### config.mk
export PLATFORM = sky130hd
export DESIGN_NAME = cnn_pool_stream
export DESIGN_NICKNAME = d
export VERILOG_FILES = /design/src/rtl/cnn_pool_stream.sv
export SDC_FILE = /design/constraint.sdc
export NUM_CORES = 1
export LEC_CHECK = 0
export ABC_AREA = 1
export CORE_AREA = 2 2 110 112
export DETAILED_ROUTE_END_ITERATION = 16
export DIE_AREA = 0 0 112 114
export PLACE_DENSITY = 0.54
export SLEW_MARGIN = 20
export SYNTH_ARGS = -nofsm -noshare
export SYNTH_HDL_FRONTEND = slang
export SYNTH_SLANG_ARGS = --single-unit
### constraint.sdc
create_clock -name clk_i -period 6.2 [get_ports clk_i]
set_input_delay 1.55 -clock clk_i [delete_from_list [all_inputs] [get_ports clk_i]]
set_output_delay 1.55 -clock clk_i [all_outputs]
set_load 0.03 [all_outputs]
### src/rtl/cnn_pool_stream.sv
// Streaming 2x2 stride-2 max-pool with optional ReLU, fed in raster order by the conv core.
// A half-row line buffer keeps the top-row partial maxima until the matching bottom row arrives.
module cnn_pool_stream #(
  parameter int unsigned DATA_W = 16,
  parameter int unsigned M_p    = 1,
  parameter int unsigned R_p    = 4,
  parameter int unsigned C_p    = 4,
  parameter int unsigned RELU_p = 1,
  localparam int unsigned MapW  = $clog2(M_p) + 1
) (
  input  logic              clk_i,
  input  logic              reset_i,
  input  logic              valid_i,
  input  logic [DATA_W-1:0] data_i,
  output logic              ready_o,
  output logic              valid_o,
  output logic [DATA_W-1:0] data_o,
  output logic              last_o,
  output logic [MapW-1:0]   map_o,
  input  logic              ready_i
);

  localparam int unsigned ColW   = (C_p > 1) ? $clog2(C_p) : 1;
  localparam int unsigned RowW   = (R_p > 1) ? $clog2(R_p) : 1;
  localparam int unsigned LbN    = C_p / 2;
  localparam int unsigned LbIdxW = (LbN > 1) ? $clog2(LbN) : 1;

  localparam logic [ColW-1:0] ColMax = ColW'(C_p - 1);
  localparam logic [RowW-1:0] RowMax = RowW'(R_p - 1);
  localparam logic [MapW-1:0] MapMax = MapW'(M_p - 1);

  function automatic logic signed [DATA_W-1:0] smax(input logic signed [DATA_W-1:0] a,
                                                    input logic signed [DATA_W-1:0] b);
    return (a > b) ? a : b;
  endfunction

  logic [ColW-1:0] col_q, col_d;
  logic [RowW-1:0] row_q, row_d;
  logic [MapW-1:0] map_q, map_d;
  logic [MapW-1:0] map_out_q, map_out_d;
  logic signed [DATA_W-1:0] hold_q, hold_d;
  logic signed [DATA_W-1:0] data_q, data_d;
  logic valid_q, valid_d;
  logic last_q, last_d;

  logic signed [DATA_W-1:0] lbuf_q [LbN];
  logic [LbIdxW-1:0]        lb_idx;
  logic                     lb_we;

  logic                     accept;
  logic                     fire;
  logic                     win_last;
  logic signed [DATA_W-1:0] data_s;
  logic signed [DATA_W-1:0] pair_max;
  logic signed [DATA_W-1:0] pool_raw;
  logic signed [DATA_W-1:0] pool;

  // Backpressure stalls the whole stream, regardless of window position.
  assign ready_o  = ~valid_q | ready_i;
  assign accept   = valid_i & ready_o;
  assign fire     = accept & col_q[0] & row_q[0];
  assign lb_we    = accept & col_q[0] & ~row_q[0];
  assign lb_idx   = LbIdxW'(col_q >> 1);
  assign win_last = (row_q == RowMax) && (col_q == ColMax);

  assign data_s   = data_i;
  assign pair_max = smax(hold_q, data_s);
  assign pool_raw = smax(pair_max, lbuf_q[lb_idx]);
  assign pool     = ((RELU_p != 0) && pool_raw[DATA_W-1]) ? '0 : pool_raw;

  always_comb begin
    col_d     = col_q;
    row_d     = row_q;
    map_d     = map_q;
    hold_d    = hold_q;
    valid_d   = valid_q;
    data_d    = data_q;
    last_d    = last_q;
    map_out_d = map_out_q;

    if (accept) begin
      if (col_q == ColMax) begin
        col_d = '0;
        if (row_q == RowMax) begin
          row_d = '0;
          map_d = (map_q == MapMax) ? '0 : map_q + 1'b1;
        end else begin
          row_d = row_q + 1'b1;
        end
      end else begin
        col_d = col_q + 1'b1;
      end
      if (!col_q[0]) hold_d = data_s;
    end

    // A new window result replaces a consumed one in the same cycle.
    if (fire) begin
      valid_d   = 1'b1;
      data_d    = pool;
      last_d    = win_last;
      map_out_d = map_q;
    end else if (ready_i) begin
      valid_d = 1'b0;
    end
  end

  always_ff @(posedge clk_i) begin
    if (reset_i) begin
      col_q     <= '0;
      row_q     <= '0;
      map_q     <= '0;
      hold_q    <= '0;
      valid_q   <= 1'b0;
      data_q    <= '0;
      last_q    <= 1'b0;
      map_out_q <= '0;
    end else begin
      col_q     <= col_d;
      row_q     <= row_d;
      map_q     <= map_d;
      hold_q    <= hold_d;
      valid_q   <= valid_d;
      data_q    <= data_d;
      last_q    <= last_d;
      map_out_q <= map_out_d;
    end
  end

  // Every entry is written on an even row before the odd row reads it, so no reset.
  always_ff @(posedge clk_i) begin
    if (lb_we) lbuf_q[lb_idx] <= pair_max;
  end

  assign valid_o = valid_q;
  assign data_o  = data_q;
  assign last_o  = last_q;
  assign map_o   = map_out_q;

endmodule

==> flow_summary.yaml <==
die:
  die_x_um: 112
  core_area_um2: 11700
  start_util_pct: 34.1
  ios: 40
  num_rows: 40
  die_y_um: 114
  die_area_um2: 12800
finish:
  multi_input_area_um2: 1880
  post-route-util_pct: 41.4
  ff_latch_area_um2: 1720
  fillers: 1209
  diodes: 0
  finalNetCount: 583
  finalInstanceArea_um2: 4850
  drive_gt1_share_pct: 10.7
  synthToLayoutAreaGrowth_pct: 21.6
placement:
  gp_congestion: 0.856
  placed_area_um2: 4570
  portBuffers: 37
  dp_hpwl_mm: 6.67
synthesis:
  synthCells: 486
  syn-cell-area_um2: 3990
  ys_seq_elements: 70
  synth_flop_cell: "dfxtp_1"
  synth_most_common_cell: "nand2_1"
  synth_area_leaders: "edfxtp_1, dfxtp_1, ha_1"
  synth_async_sr_flop_share_pct: 0
  yosys.area.top_type_share_pct: 24.1
  ys_warn_count: 0
  synth.distinct_cells: 31
  avgSynthCellArea_um2: 8.21
  synth-seq-area-share_pct: 43.1
  yosysTopAreaCell: "edfxtp_1"
  synth_commonest_cells: "nand2_1, inv_1, dfxtp_1"
  synth_edf_count: 32
worst_hold_path:
  holdCritStartpoint: "data_o[7]"
  worstHoldPathCells: 2
  min_to: "data_o[7]"
  hp-class: "reg2reg"
setup_path:
  reg2reg_from: "hold_q[15]"
  required_ns: 6.40
  r2r_cells: 23
  worstPathMaxFanout: 20
  ff2ff_setup_slack_ns: 2.00
  critPathKind: "in2reg"
  setup.worst_path.start_class: "input port"
  end_kind: "flop"
  crit_arrival_ns: 5.88
  rr_endpoint: "data_o[6]"
timing:
  period_needed_ns: 5.68
  fmax_mhz: 176
  slew_headroom_pct: 36.2
  rsz0062_at_grt: "false"
  min_period_over_period_pct: 91.6
  tightest_slew_ns: 0.955
  maxSlewViolCount: 0
  finalHoldViolations: 0
  skew_ns: 0.00445
  setup_tns_ns: 0
  setup_violations: 0
status:
  status: "finished clean"
global_routing:
  grt_pass1_wl_mm: 15.2
  grt_pass1_vias: 3250
  grt_max_degree: 38
  grt_use_total_pct: 14.8
  grt.overflow.total: 0
  antenna_found_initial: 0
cts:
  path_clk_slew_ns: 0.06
  cts_tree: "built"
  postCtsSetupBuffers: 0
  postCtsHoldBufs: 0
  clock_latency_ns: 0.33
  cts_resized: 0
  cts_buffers: 9
  clockRootBuffer: "clkbuf_16"
  cts_buffer_depth: 2
  clkSinkCount: 70
  htree_levels: 3
power_and_ir_drop:
  p_leak_nw: 2.14
  ir_drop_mv: 0.134
  power.density_nw_per_um2: 280
job:
  drv_cap: 0
route:
  drc: 0
  vias: 3236
  via_per_inst: 4.74
  antenna_left: 0
  routedWlPerCell_um: 13.0
  wl_mm: 8.88
  drt-pass1-iter-count: 4
  drt-initial-drc-count: 124
-- stage by stage --
stage	hold WS (ns)	power, mW	cells	setup WS (ns)
after floorplan	0.444	0.785	487	1.34
after global placement	0.455	0.881	666	0.186
after detailed placement	0.456	0.883	666	0.169
after CTS	0.465	1.37	682	0.511
after global routing	0.480	1.44	682	0.177
final	0.466	1.36	682	0.520
-- layout make-up --
cell class,instances,area share [%]
Clock inverter,6,0.696
Multi-Input combinational cell,320,38.8
Tap cell,147,3.79
Sequential cell,70,35.5
Clock buffer,10,5.16
Inverter,75,5.80
Timing Repair Buffer,54,10.3
-- placed cells by master, fill, tap and decap left out --
cell | Yosys | routed
a211oi_1 | 18 | 18
a21o_1 | 1 | 1
a21oi_1 | 30 | 30
a21oi_2 | 1 | 1
buf_4 | 2 | 17
clkbuf_16 | 0 | 10
clkdlybuf4s50_1 | 0 | 37
clkinv_2 | 0 | 4
clkinvlp_4 | 0 | 1
conb_1 | 1 | 2
dfxtp_1 | 38 | 38
edfxtp_1 | 32 | 32
ha_1 | 33 | 33
inv_1 | 73 | 73
inv_2 | 2 | 2
inv_4 | 0 | 1
mux2_2 | 1 | 1
mux2i_1 | 1 | 1
nand2_1 | 110 | 110
nand2_2 | 4 | 4
nand2_4 | 5 | 5
nand3_1 | 22 | 22
nand3_2 | 2 | 2
nand3_4 | 3 | 3
nand4_1 | 20 | 20
nand4_2 | 1 | 1
nor2_1 | 29 | 27
nor2_2 | 0 | 2
nor3_2 | 2 | 2
nor3_4 | 1 | 1
nor3b_1 | 2 | 2
o21ai_0 | 25 | 25
o21ai_1 | 7 | 7
-- state kept, by name, indices dropped and copies added, names as in the netlist, named ones only --
signal   cells
valid_o      1
hold_q      16
row_q        2
data_o      15
lbuf_q      32
last_o       1
col_q        2
-- worst max path at each step --
stage / slack, ns / from / to
2_1_floorplan: 1.34 / data_i[15] / data_o[3]
3_3_place_gp: 0.19 / data_i[15] / data_o[5]
3_5_place_dp: 0.17 / data_i[15] / data_o[6]
4_1_cts: 0.51 / data_i[15] / data_o[6]
5_1_grt: 0.18 / data_i[5] / data_o[5]
6_report: 0.52 / data_i[15] / data_o[6]
-- per-layer routing --
metal	routed length [um]	vias up	global-route usage, %	part of all wire (%)
li1	-	1705	-	-
met1	4250	1456	18.9	48
met2	4050	54	24.6	46
met3	335	21	3.40	3.8
met4	243	0	6.10	2.7
met5	0	-	0	0
-- report_power, final --
group / internal (mW) / switching (mW)
Sequential: 0.511 / 0.00734
Combinational: 0.127 / 0.227
Clock: 0.292 / 0.193
Total: 0.930 / 0.428
-- cells by family after synthesis --
family,synth area share (%)
AND/OR/NAND/NOR,24.4
adder cells (fa/ha/maj),10.3
multiplexers,0.533
AO/OA/AOI/OAI,11.6
buffers and inverters,9.88
other,0.0940
flip-flops,43.1
-- critical path, stage by stage --
cell and delay, ns:
clkdlybuf4s50_1 0.49, inv_1 0.07, ha_1 0.36, a21oi_1 0.22, o21ai_1 0.11, a21oi_2 0.15, nand2_1 0.08, nand2_2 0.09
nand3_4 0.13, buf_4 0.24, o21ai_0 0.29, buf_4 0.20, ha_1 0.24, nand2_1 0.11, nor2_1 0.06, a211oi_1 0.21
nor2_1 0.11, nor3_4 0.27, nand2_4 0.08, nand2_4 0.17, nand3_4 0.21, nand2_4 0.12, nand2_4 0.10, nand3_1 0.13
a21oi_1 0.08
No activity file was read; power rests on OpenSTA's default activity.
